<file path="src/rtl/d_fifo_reader_pkg.sv">
// ---------------------------------------------------------------------------
// d_fifo_reader_pkg
// Shared definitions for the D0/D1 FIFO reader: FSM state encodings, class
// codes, burst counter width and a saturating increment helper.
// ---------------------------------------------------------------------------
package d_fifo_reader_pkg;

    typedef enum logic [1:0] {
        IDLE   = 2'b00,
        ACTIVE = 2'b01,
        PAUSED = 2'b10
    } state_e;

    localparam logic CLASS_D0 = 1'b0;
    localparam logic CLASS_D1 = 1'b1;

    localparam int BURST_W = 4;

    // Increment v by one, holding at max_v once reached.
    function automatic logic [BURST_W-1:0] sat_inc(input logic [BURST_W-1:0] v,
                                                   input logic [BURST_W-1:0] max_v);
        logic [BURST_W-1:0] r;
        if (v >= max_v) begin
            r = max_v;
        end else begin
            r = v + 4'd1;
        end
        return r;
    endfunction

endpackage

</file>
<file path="src/rtl/d_fifo_reader_arbiter.sv">
// ---------------------------------------------------------------------------
// d_burst_arbiter
// D0-priority arbiter with a burst cap: after MAX_BURST consecutive D0 pops
// while D1 holds data, one D1 pop is forced.
// Ports:
//   clk, rst_n    clock, asynchronous active-low reset
//   init          0 = synchronous clear of the burst counter
//   en            a pop is allowed this cycle
//   empty_d0/d1   FIFO empty flags
//   grant         one-hot grant, bit 0 = D0, bit 1 = D1 (combinational)
// ---------------------------------------------------------------------------
module d_burst_arbiter
    import d_fifo_reader_pkg::*;
#(
    parameter int MAX_BURST = 4
) (
    input  logic       clk,
    input  logic       rst_n,
    input  logic       init,
    input  logic       en,
    input  logic       empty_d0,
    input  logic       empty_d1,
    output logic [1:0] grant
);

    localparam logic [BURST_W-1:0] MAX_B = BURST_W'(MAX_BURST);

    logic [BURST_W-1:0] burst_cnt_q;
    logic [BURST_W-1:0] burst_cnt_d;
    logic [1:0]         grant_s;

    // Grant selection: D1 when D0 is empty or the D0 burst cap is reached.
    always_comb begin
        grant_s = 2'b00;
        if (en) begin
            if (empty_d0) begin
                if (!empty_d1) begin
                    grant_s = 2'b10;
                end else begin
                    grant_s = 2'b00;
                end
            end else if ((burst_cnt_q == MAX_B) && !empty_d1) begin
                grant_s = 2'b10;
            end else begin
                grant_s = 2'b01;
            end
        end else begin
            grant_s = 2'b00;
        end
    end

    // Burst counter next value: only D0 pops made while D1 waits are counted.
    always_comb begin
        burst_cnt_d = burst_cnt_q;
        if (empty_d1) begin
            burst_cnt_d = 4'd0;
        end else if (grant_s[1]) begin
            burst_cnt_d = 4'd0;
        end else if (grant_s[0]) begin
            burst_cnt_d = sat_inc(burst_cnt_q, MAX_B);
        end else begin
            burst_cnt_d = burst_cnt_q;
        end
    end

    // Burst counter register.
    always_ff @(posedge clk or negedge rst_n) begin
        if (!rst_n) begin
            burst_cnt_q <= 4'd0;
        end else if (!init) begin
            burst_cnt_q <= 4'd0;
        end else begin
            burst_cnt_q <= burst_cnt_d;
        end
    end

    assign grant = grant_s;

endmodule

</file>
<file path="src/rtl/d_fifo_reader.sv">
// ---------------------------------------------------------------------------
// d_fifo_reader
// Consumer of the D0/D1 class FIFOs. Issues combinational pops, tracks
// IDLE/ACTIVE/PAUSED, and realigns the one-cycle-late FIFO data into a
// registered {valid, class, data} stream (pop in N -> output in N+2).
// Build option: define POP_COUNT_EN to build the 8-bit pop counters;
// otherwise pop_cnt_D0/pop_cnt_D1 read 8'd0.
// Ports:
//   clk, reset_L              clock, asynchronous active-low reset
//   init                      0 = synchronous clear, 1 = run
//   empty_D0/D1, error_D0/D1  FIFO status flags
//   data_D0/D1                FIFO data_out (valid the cycle after a pop)
//   pause                     downstream almost-full, blocks new pops
//   rd_enable_D0/D1           pop strobes (combinational)
//   valid_out/class_out/data_out  registered output beat
//   error_out                 sticky FIFO error
//   pop_cnt_D0/D1             pop counters
// ---------------------------------------------------------------------------
module d_fifo_reader
    import d_fifo_reader_pkg::*;
#(
    parameter int data_width = 6,
    parameter int MAX_BURST  = 4
) (
    input  logic                  clk,
    input  logic                  reset_L,
    input  logic                  init,
    input  logic                  empty_D0,
    input  logic                  empty_D1,
    input  logic                  error_D0,
    input  logic                  error_D1,
    input  logic [data_width-1:0] data_D0,
    input  logic [data_width-1:0] data_D1,
    input  logic                  pause,
    output logic                  rd_enable_D0,
    output logic                  rd_enable_D1,
    output logic                  valid_out,
    output logic                  class_out,
    output logic [data_width-1:0] data_out,
    output logic                  error_out,
    output logic [7:0]            pop_cnt_D0,
    output logic [7:0]            pop_cnt_D1
);

    state_e                state_q;
    state_e                state_d;
    logic                  any_s;
    logic                  pop_en_s;
    logic [1:0]            grant_s;

    logic                  tag_valid_q;
    logic                  tag_valid_d;
    logic                  tag_class_q;
    logic                  tag_class_d;
    logic                  valid_out_q;
    logic                  valid_out_d;
    logic                  class_out_q;
    logic                  class_out_d;
    logic [data_width-1:0] data_out_q;
    logic [data_width-1:0] data_out_d;
    logic                  error_q;
    logic                  error_d;

    assign any_s = !empty_D0 || !empty_D1;

    // Next-state logic for the pop FSM.
    always_comb begin
        state_d = state_q;
        case (state_q)
            IDLE: begin
                if (any_s && !pause) begin
                    state_d = ACTIVE;
                end else begin
                    state_d = IDLE;
                end
            end
            ACTIVE: begin
                if (pause) begin
                    state_d = PAUSED;
                end else if (!any_s) begin
                    state_d = IDLE;
                end else begin
                    state_d = ACTIVE;
                end
            end
            PAUSED: begin
                if (!pause && any_s) begin
                    state_d = ACTIVE;
                end else begin
                    state_d = IDLE;
                end
            end
            default: begin
                state_d = IDLE;
            end
        endcase
    end

    // A pop happens whenever the FSM is (or is about to be) ACTIVE; this covers
    // both steady streaming and the same-cycle IDLE/PAUSED -> ACTIVE restart.
    // Reset and init mask it so no word is consumed while clearing.
    assign pop_en_s = reset_L && init && (state_d == ACTIVE);

    d_burst_arbiter #(
        .MAX_BURST (MAX_BURST)
    ) u_arb (
        .clk      (clk),
        .rst_n    (reset_L),
        .init     (init),
        .en       (pop_en_s),
        .empty_d0 (empty_D0),
        .empty_d1 (empty_D1),
        .grant    (grant_s)
    );

    assign rd_enable_D0 = grant_s[0];
    assign rd_enable_D1 = grant_s[1];

    // Tag pipe and output stage: the tag captured at the pop selects which
    // FIFO data_out to register one cycle later.
    always_comb begin
        tag_valid_d = grant_s[0] || grant_s[1];
        tag_class_d = grant_s[1] ? CLASS_D1 : CLASS_D0;
        valid_out_d = tag_valid_q;
        if (tag_valid_q) begin
            class_out_d = tag_class_q;
            data_out_d  = (tag_class_q == CLASS_D1) ? data_D1 : data_D0;
        end else begin
            class_out_d = CLASS_D0;
            data_out_d  = '0;
        end
        error_d = error_q || error_D0 || error_D1;
    end

    // FSM state register.
    always_ff @(posedge clk or negedge reset_L) begin
        if (!reset_L) begin
            state_q <= IDLE;
        end else if (!init) begin
            state_q <= IDLE;
        end else begin
            state_q <= state_d;
        end
    end

    // Tag pipe, output beat and sticky error registers.
    always_ff @(posedge clk or negedge reset_L) begin
        if (!reset_L) begin
            tag_valid_q <= 1'b0;
            tag_class_q <= 1'b0;
            valid_out_q <= 1'b0;
            class_out_q <= 1'b0;
            data_out_q  <= '0;
            error_q     <= 1'b0;
        end else if (!init) begin
            tag_valid_q <= 1'b0;
            tag_class_q <= 1'b0;
            valid_out_q <= 1'b0;
            class_out_q <= 1'b0;
            data_out_q  <= '0;
            error_q     <= 1'b0;
        end else begin
            tag_valid_q <= tag_valid_d;
            tag_class_q <= tag_class_d;
            valid_out_q <= valid_out_d;
            class_out_q <= class_out_d;
            data_out_q  <= data_out_d;
            error_q     <= error_d;
        end
    end

    assign valid_out = valid_out_q;
    assign class_out = class_out_q;
    assign data_out  = data_out_q;
    assign error_out = error_q;

`ifdef POP_COUNT_EN
    logic [7:0] pop_cnt_d0_q;
    logic [7:0] pop_cnt_d0_d;
    logic [7:0] pop_cnt_d1_q;
    logic [7:0] pop_cnt_d1_d;

    // Pop counters wrap naturally at 8 bits.
    always_comb begin
        if (grant_s[0]) begin
            pop_cnt_d0_d = pop_cnt_d0_q + 8'd1;
        end else begin
            pop_cnt_d0_d = pop_cnt_d0_q;
        end
        if (grant_s[1]) begin
            pop_cnt_d1_d = pop_cnt_d1_q + 8'd1;
        end else begin
            pop_cnt_d1_d = pop_cnt_d1_q;
        end
    end

    // Pop counter registers.
    always_ff @(posedge clk or negedge reset_L) begin
        if (!reset_L) begin
            pop_cnt_d0_q <= 8'd0;
            pop_cnt_d1_q <= 8'd0;
        end else if (!init) begin
            pop_cnt_d0_q <= 8'd0;
            pop_cnt_d1_q <= 8'd0;
        end else begin
            pop_cnt_d0_q <= pop_cnt_d0_d;
            pop_cnt_d1_q <= pop_cnt_d1_d;
        end
    end

    assign pop_cnt_D0 = pop_cnt_d0_q;
    assign pop_cnt_D1 = pop_cnt_d1_q;
`else
    assign pop_cnt_D0 = 8'd0;
    assign pop_cnt_D1 = 8'd0;
`endif

endmodule
</file>
<file path="config.mk">
export PLATFORM = sky130hd
export DESIGN_NAME = d_fifo_reader
export DESIGN_NICKNAME = d
export VERILOG_FILES = /design/src/rtl/d_fifo_reader_pkg.sv /design/src/rtl/d_fifo_reader_arbiter.sv /design/src/rtl/d_fifo_reader.sv
export SDC_FILE = /design/constraint.sdc
export NUM_CORES = 1
export LEC_CHECK = 0
export CAP_MARGIN = 20
export CORE_MARGIN = 5
export CORE_UTILIZATION = 35
export CTS_CLUSTER_SIZE = 24
export DETAILED_ROUTE_END_ITERATION = 10
export GPL_TIMING_DRIVEN = 0
export HOLD_SLACK_MARGIN = 0.06
export PLACE_DENSITY = 0.84
export SLEW_MARGIN = 20
export SYNTH_ARGS = -nofsm -noshare
export SYNTH_HDL_FRONTEND = slang
export SYNTH_SLANG_ARGS = --single-unit
</file>
<file path="constraint.sdc">
create_clock -name clk -period 2 [get_ports clk]
set_input_delay 0.3 -clock clk [delete_from_list [all_inputs] [get_ports clk]]
set_output_delay 0.3 -clock clk [all_outputs]
set_load 0.05 [all_outputs]
</file>
== Word-level counts from Yosys, hierarchy flattened ==
Index checks and enable logic that the tools add are counted.

* Register bits: 17
* Latch bits: 0
* Bits in writable memories: 0
* ROM bits: 0
* Output and inout port bits: 27
* Logic and storage cells: 52
* Memories kept: 0

* Add/subtract/negate cells: 1
* Multipliers: 0
* Divide/modulo/power cells: 0
* Magnitude comparators: 1
* Equality and inequality tests: 5
* Shift-type cells: 0
* Mux-type cells: 24
* Bitwise gates (word level): 0
* Reduce and logical (&&, ||, !) cells: 13

{| class="wikitable"
|+ Operator list
! operator !! number
|-
| $mux 4 || 5
|-
| $mux 6 || 3
|-
| $mux 2 || 6
|-
| $mux 1 || 9
|-
| $add 4x1->4 const B || 1
|-
| $eq 2x1->1 const B || 2
|-
| $eq 4x3->1 const B || 1
|-
| $ge 4x3->1 const B || 1
|-
| $logic_and 1x1->1 || 4
|-
| $logic_or 1x1->1 || 4
|-
| $ne 4x1->1 const B || 1
|-
| $pmux 2 s2 || 1
|-
| $logic_not 1->1 || 3
|-
| $eq 2x2->1 const B || 1
|-
| $logic_not 2->1 || 1
|-
| $reduce_or 2->1 || 1
|}

== Depth between registers and ports, before layout ==
Gate-level depths: netlist of run 1.

* Depth in word-level cells: 12
* Gate-level depth with buffers: 5
* Mapped depth without buffers: 5

== By module ==
From an unflattened synthesis of run 1, not the netlist that was laid out.

* Cell total of the unflattened synthesis: 80
* Area, all modules: 855.8 sq um

{| class="wikitable"
|+ Modules (own cells, without submodules)
! module !! times used !! cells each !! area each (sq um) !! seq. area each (sq um)
|-
| d_fifo_reader || 1 || 54 || 618.1 || 325.3
|-
| d_burst_arbiter || 1 || 26 || 237.7 || 100.1
|}

== Least setup slack after synthesis of run 1 ==
Ideal clock, no wire load.

* Path kind: flip-flop to output port
* Start point: register state_q[1]
* End point: output rd_enable_D0
* Arrival: 1.793 ns
* Required time: 1.700 ns
* Path slack: -0.093 ns
* Stages on the path, launching flop included: 4
* Path through: dfrtp_1 -> a21oi_2 -> nand2_1 -> nor3_1

* Word-level cells in the longest chain between the ends: 6

{| class="wikitable"
|+ Ends and longest elaborated chain
! what !! RTL line !! text
|-
| from (decl) || d_fifo_reader.sv:45 || <nowiki>state_e state_q;</nowiki>
|-
| from (signal assigned) || d_fifo_reader.sv:142 || <nowiki>state_q <= state_d;</nowiki>
|-
| $eq 2x2->1 or $logic_not 2->1 (tied branches) || d_fifo_reader.sv:69 || <nowiki>case (state_q)</nowiki>
|-
| $reduce_or 2->1 (no source line) || n/a ||
|-
| $pmux 2 s2 * || d_fifo_reader.sv:69 ||
|-
| $eq 2x1->1 * || d_fifo_reader.sv:102 || <nowiki>assign pop_en_s = reset_L && init && (state_d == ACTIVE);</nowiki>
|-
| $logic_and 1x1->1 * || d_fifo_reader.sv:102 ||
|-
| $mux 2 * || d_fifo_reader_arbiter.sv:35 || <nowiki>if (en) begin</nowiki>
|-
| to (decl) || d_fifo_reader.sv:35 || <nowiki>output logic rd_enable_D0,</nowiki>
|}

Mark *: on every way between the ends. The rest lies on a longest branch, timed or not.

== Final worst setup path of run 1 ==
* Start point: register u_arb.burst_cnt_q[0]
* End point: output rd_enable_D1

* Word-level cells in the longest chain between the ends: 5

{| class="wikitable"
|+ Ends and longest elaborated chain
! what !! RTL line !! text
|-
| from (decl) || d_fifo_reader_arbiter.sv:28 || <nowiki>logic [BURST_W-1:0] burst_cnt_q;</nowiki>
|-
| from (signal assigned) || d_fifo_reader_arbiter.sv:73 || <nowiki>burst_cnt_q <= burst_cnt_d;</nowiki>
|-
| $eq 4x3->1 || d_fifo_reader_arbiter.sv:42 || <nowiki>end else if ((burst_cnt_q == MAX_B) && !empty_d1) begin</nowiki>
|-
| $logic_and 1x1->1 || d_fifo_reader_arbiter.sv:42 ||
|-
| $mux 2 || d_fifo_reader_arbiter.sv:42 ||
|-
| $mux 2 || d_fifo_reader_arbiter.sv:36 || <nowiki>if (empty_d0) begin</nowiki>
|-
| $mux 2 || d_fifo_reader_arbiter.sv:35 ||
|-
| to (decl) || d_fifo_reader.sv:36 || <nowiki>output logic rd_enable_D1,</nowiki>
|}

No other way between the ends.

==> results of run 1 <==
==> final timing paths <==
kind                                                    end  slack (ps)
max in group asynchronous               error_out$_DFF_PN0_        1580
min in group clk                        error_out$_DFF_PN0_         520
min reg2reg                             error_out$_DFF_PN0_         520
max                                            rd_enable_D1         130
min                                   data_out[2]$_DFF_PN0_          70
max reg2reg                u_arb.burst_cnt_q[1]$_DFFE_PN0P_         690
==> synthesized netlist by cell type <==
cell type	count	area, um^2
dfrtp_1	17	425
buf_4	16	120
nor2_1	10	37.5
mux2i_1	6	60.1
nand2_1	5	18.8
inv_1	4	15.0
a21oi_1	2	10.0
ha_1	2	25.0
nor3_1	2	10.0
o21ai_0	2	10.0
a21boi_2	1	11.3
a21o_1	1	7.51
a21oi_2	1	8.76
a41oi_1	1	8.76
and3_2	1	7.51
and3b_1	1	8.76
and4b_1	1	10.0
and4b_2	1	11.3
buf_2	1	5.00
conb_1	1	3.75
nand2b_1	1	6.26
nand3_1	1	5.00
nand4b_1	1	8.76
nor3b_2	1	12.5
nor4b_1	1	8.76
o211ai_2	1	12.5
o31a_2	1	10.0
o31ai_1	1	7.51
or2_1	1	6.26
==> cells by family (layout without fill, tap and decap cells) <==
family / Yosys count / count (layout) / share of synthesized area
AO/OA/AOI/OAI: 11 / 11 / 0.0968
adder cells (fa/ha/maj): 2 / 2 / 0.0280
buffers and inverters: 21 / 55 / 0.157
flip-flops: 17 / 17 / 0.477
multiplexers: 6 / 6 / 0.0673
other: 1 / 16 / 0.00420
AND/OR/NAND/NOR: 27 / 27 / 0.170
==> power groups by stage <==
| stage | combinational (mW) | sequential (mW) | clock (mW) |
|---|---|---|---|
| floorplan | 0.117 | 0.372 | 0 |
| global placement | 0.191 | 0.360 | 0 |
| detailed placement | 0.195 | 0.360 | 0 |
| CTS | 0.194 | 0.353 | 0.184 |
| global route | 0.207 | 0.355 | 0.196 |
| finish | 0.196 | 0.354 | 0.178 |
==> through the flow <==
step,cells,setup WS [ps],TNS [ps],power (mW)
2_1_floorplan,100,205,0,0.489
3_3_place_gp,160,-947,-1820,0.551
3_5_place_dp,160,-998,-2030,0.555
4_1_cts,164,85.1,0,0.731
5_1_grt,164,26.8,0,0.758
6_report,164,126,0,0.728
==> layout make-up <==
class | count | area share
Buffer | 17 | 0.0949
Clock buffer | 4 | 0.0199
Inverter | 4 | 0.0114
Multi-Input combinational cell | 62 | 0.300
Sequential cell | 17 | 0.323
Tap cell | 30 | 0.0285
Timing Repair Buffer | 30 | 0.223
==> registers in the layout, summed over array words and instances, names as in the netlist <==
name / count
class_out: 1
data_out: 6
error_out: 1
state_q: 2
tag_class_q: 1
tag_valid_q: 1
u_arb.burst_cnt_q: 4
valid_out: 1
==> per-layer routing <==
layer / global-route usage / wire length (um) / up-vias
li1: - / - / 354
met1: 0.113 / 739 / 342
met2: 0.218 / 1050 / 38
met3: 0.0255 / 258 / 5
met4: 0.0495 / 26 / 0
met5: 0 / 0 / -
==> run summary, run 1 <==
GPL Wtd Cong: 0.768
Hold Path Class: in -> async
CTS tree: built
Max Clock Skew: 1.36 ps
WS Path Type: reg -> out
Initial Utilization: 0.363
die height: 60.5 um
Placeable Area: 2450 um^2
final hold violations: 0
outcome: finished clean
leak pwr: 0.641 nW
GRT Util Overall: 0.112
Worst Setup Start Kind: flip-flop
Flop pwr share: 0.486
part of the cycle the worst path needs: 0.937
dpl hpwl: 1.71 mm
drt drc: 0
Pre-antenna DRT Iters: 4
CTS sink cnt: 17
Comb pwr share: 0.269
grt total ovfl: 0
Fmax achieved: 534 MHz
Critical R2R Launch: u_arb.burst_cnt_q[0]$_DFFE_PN0P_
largest net degree at the start of global routing: 24
cell depth of the worst setup path: 6
share of layout cells above drive strength 1: 0.231
design area: 1320 um^2
CP Buf/Inv Count: 2
Cells after Synth: 85
Slew Viols, Final: 0
Vias: 739
switching part of the total: 0.312
Worst Setup SP: u_arb.burst_cnt_q[0]$_DFFE_PN0P_
CP arrival: 1570 ps
DR iter-0 viols: 7
area of the multi-input gates: 395 um^2
# H-tree levels: 1
commonest non-fill, non-tap cell in the layout: clkdlybuf4s50_1
fin util: 0.537
row cnt: 18
# resized after CTS: 13
Pwr Density: 552 nW/um^2
worst path required time: 1700 ps
cts hold-fix bufs: 0
clk root buf: clkbuf_4
num ports: 47
yosys warns: 0
first-pass GRT wire length: 3.08 mm
Yosys reg bits: 17
placed cell area: 1290 um^2
Register Area: 425 um^2
Tmin final: 1870 ps
RSZ-0062 raised after global routing: false
Synth Area per Inst: 10.5 um^2
Slowest Stage Delay on Critical Path: 390 ps
worst-margin pin slew: 527 ps
Area Growth Syn to Fin: 47.8%
peak supply drop: 0.239 mV
die area: 3660 um^2
CTS clk-pin slew, worst paths: 90 ps
WL per Instance: 12.6 um
Longest Clk Path Bufs: 2
worst skew pair latency: 290 ps
DR vias/cell: 4.51
Clock Power Share: 0.245
synth unique cells: 29
Internal Dissipation: 0.501 mW
Fill cells: 233
commonest cells after routing, fill and taps aside: clkdlybuf4s50_1, dfrtp_1, buf_4, conb_1, nor2_1
MaxCap Viol Count: 0
antenna viol nets, final: 0
Cell Area, Synth: 892 um^2
final setup vio count: 0
Crit-path slowest cell: dfrtp_1
# nets final: 157
antenna violations before repair: 0
headroom to the max-slew limit: 0.649
vias in the first global route: 739
Antenna Cells: 0
post-synthesis sequential area ratio: 0.477
sw power: 0.227 mW
Chip Width: 60.5 um
clock buffer count from CTS: 3
postcts setup bufs: 0
delay-heaviest family, CP: flip-flops
reg2reg path depth: 5
Cell Chain, Critical Path: inv_1 > ha_1 > and3b_1 > o211ai_2 > nor2_1 > clkbuf_4
maximum fanout along the worst path: 4
Final Hold Slack: 67.5 ps
CP Capture Type: output pin
IO Port Bufs: 30
final wirelength: 2.07 mm
Note: power is estimated with default switching activity, not from simulation.
==> inputs of run 2 (changes only) <==
==> constraint.sdc (replaced) <==
create_clock -name clk -period 1.9 [get_ports clk]
set_input_delay 0.285 -clock clk [delete_from_list [all_inputs] [get_ports clk]]
set_output_delay 0.285 -clock clk [all_outputs]
set_load 0.05 [all_outputs]
==> run 2 against run 1 <==
- via count is 0.54% lower
- critical path depth fell by 1
- clock skew down 1.1 ps
- setup slack got worse by 38 ps
- sequential cell count did not move
- largest cell class is now buffers
- wire length is 0.72% higher
- highest routed layer unchanged
- clock-buffer cell count unchanged
- critical path type is now in -> out
==> run summary, run 2 (synthesis gave the netlist of run 1 again) <==
antenna viol nets, final: 0
CTS sink cnt: 17
GPL Wtd Cong: 0.768
Fill cells: 230
DR vias/cell: 4.45
part of the cycle the worst path needs: 0.954
CP Capture Type: output pin
maximum fanout along the worst path: 5
Max Clock Skew: 0.236 ps
CTS tree: built
cts hold-fix bufs: 0
RSZ-0062 raised after global routing: false
Longest Clk Path Bufs: 2
CTS clk-pin slew, worst paths: 90 ps
headroom to the max-slew limit: 0.645
antenna violations before repair: 0
Tmin final: 1810 ps
worst-margin pin slew: 532 ps
first-pass GRT wire length: 3.08 mm
num ports: 47
Area Growth Syn to Fin: 48.9%
Critical R2R Launch: u_arb.burst_cnt_q[0]$_DFFE_PN0P_
clk root buf: clkbuf_4
Worst Setup Start Kind: input pin
Pre-antenna DRT Iters: 4
vias in the first global route: 739
Hold Path Class: in -> async
Antenna Cells: 0
switching part of the total: 0.311
Fmax achieved: 552 MHz
commonest non-fill, non-tap cell in the layout: clkdlybuf4s50_1
Chip Width: 60.5 um
share of layout cells above drive strength 1: 0.237
max reg flops: 6
Slew Viols, Final: 0
DP Worst Slack: -1070 ps
DR iter-0 viols: 10
Final Hold Slack: 56.8 ps
final hold violations: 0
setup slack after layout: 88.3 ps
worst path required time: 1620 ps
GRT Util Overall: 0.112
drt drc: 0
dpl hpwl: 1.71 mm
MaxCap Viol Count: 0
Worst Setup SP: pause
clock buffer count from CTS: 3
IO Port Bufs: 30
final wirelength: 2.09 mm
leak pwr: 0.647 nW
Placeable Area: 2450 um^2
largest net degree at the start of global routing: 24
peak supply drop: 0.252 mV
WL per Instance: 12.7 um
Comb pwr share: 0.270
Flop pwr share: 0.485
# nets final: 158
CP arrival: 1530 ps
Pwr Density: 577 nW/um^2
Internal Dissipation: 0.528 mW
row cnt: 18
Initial Utilization: 0.363
die height: 60.5 um
WS Path Type: in -> out
sw power: 0.239 mW
outcome: finished clean
Clock Power Share: 0.245
Vias: 735
grt total ovfl: 0
# H-tree levels: 1
final setup vio count: 0
commonest cells after routing, fill and taps aside: clkdlybuf4s50_1, buf_4, dfrtp_1, conb_1, nor2_1
die area: 3660 um^2
worst skew pair latency: 280 ps
-- run 2: cell types whose count changed in the layout (fill, tap and decap cells not counted), sizes merged --
cell  previous run  this run
buf             18        19
-- run 2: power by group through the flow --
stage	clock [mW]	combinational (mW)	sequential (mW)
after detailed placement	0	0.205	0.379
after global routing	0.207	0.219	0.373
after CTS	0.193	0.204	0.372
final	0.188	0.207	0.372
after floorplan	0	0.123	0.392
after global placement	0	0.201	0.378
-- run 2: cell type report --
class / instances / area (um^2) / area share
sequential: 17 / 425 / 0.320
multi-input combinational: 62 / 395 / 0.298
timing repair buffer: 31 / 304 / 0.229
buffer: 17 / 125 / 0.0942
tap: 30 / 37.5 / 0.0282
clock buffer: 4 / 26.3 / 0.0198
inverter: 4 / 15.0 / 0.0113
-- run 2: worst max-delay path, stage by stage --
cell,delay [ps]
clkdlybuf4s50_1,480
a21oi_4,220
nand2_1,120
nor3_2,170
clkbuf_4,250
-- run 2: worst paths after layout --
kind / to / cells after the start / slack (ps)
setup / recovery: rd_enable_D0 / 5 / 90
hold / removal: data_out[2]$_DFF_PN0_ / 1 / 60
setup reg to reg: u_arb.burst_cnt_q[2]$_DFFE_PN0P_ / 5 / 560
hold reg to reg: error_out$_DFF_PN0_ / 1 / 520
max in group asynchronous: error_out$_DFF_PN0_ / 1 / 1490
min in group clk: error_out$_DFF_PN0_ / 1 / 520
-- run 2: metal layers --
| layer | vias to the layer above | track usage | part of all wire |
|---|---|---|---|
| li1 | 355 | - | - |
| met1 | 341 | 0.113 | 0.36 |
| met2 | 35 | 0.218 | 0.50 |
| met3 | 4 | 0.0255 | 0.12 |
| met4 | 0 | 0.0495 | 0.011 |
| met5 | - | 0 | 0 |
-- run 2: through the flow --
stage / area [um^2] / TNS, ps / total power, mW / std cells / util
after floorplan: 953 / 0 / 0.515 / 100 / -
after global placement: 1290 / -2090 / 0.580 / 160 / 0.526
after detailed placement: 1290 / -2490 / 0.584 / 160 / 0.526
after CTS: 1310 / 0 / 0.770 / 164 / 0.533
after global routing: 1330 / 0 / 0.799 / 165 / 0.541
final: 1330 / 0 / 0.767 / 165 / 0.541
-- run 2: timing repair --
action                                  in CTS  in global routing
pin swaps                                    0                  0
endpoints found under the setup margin       2                  2
buffers inserted                             0                  1
resized for setup                           13                  4
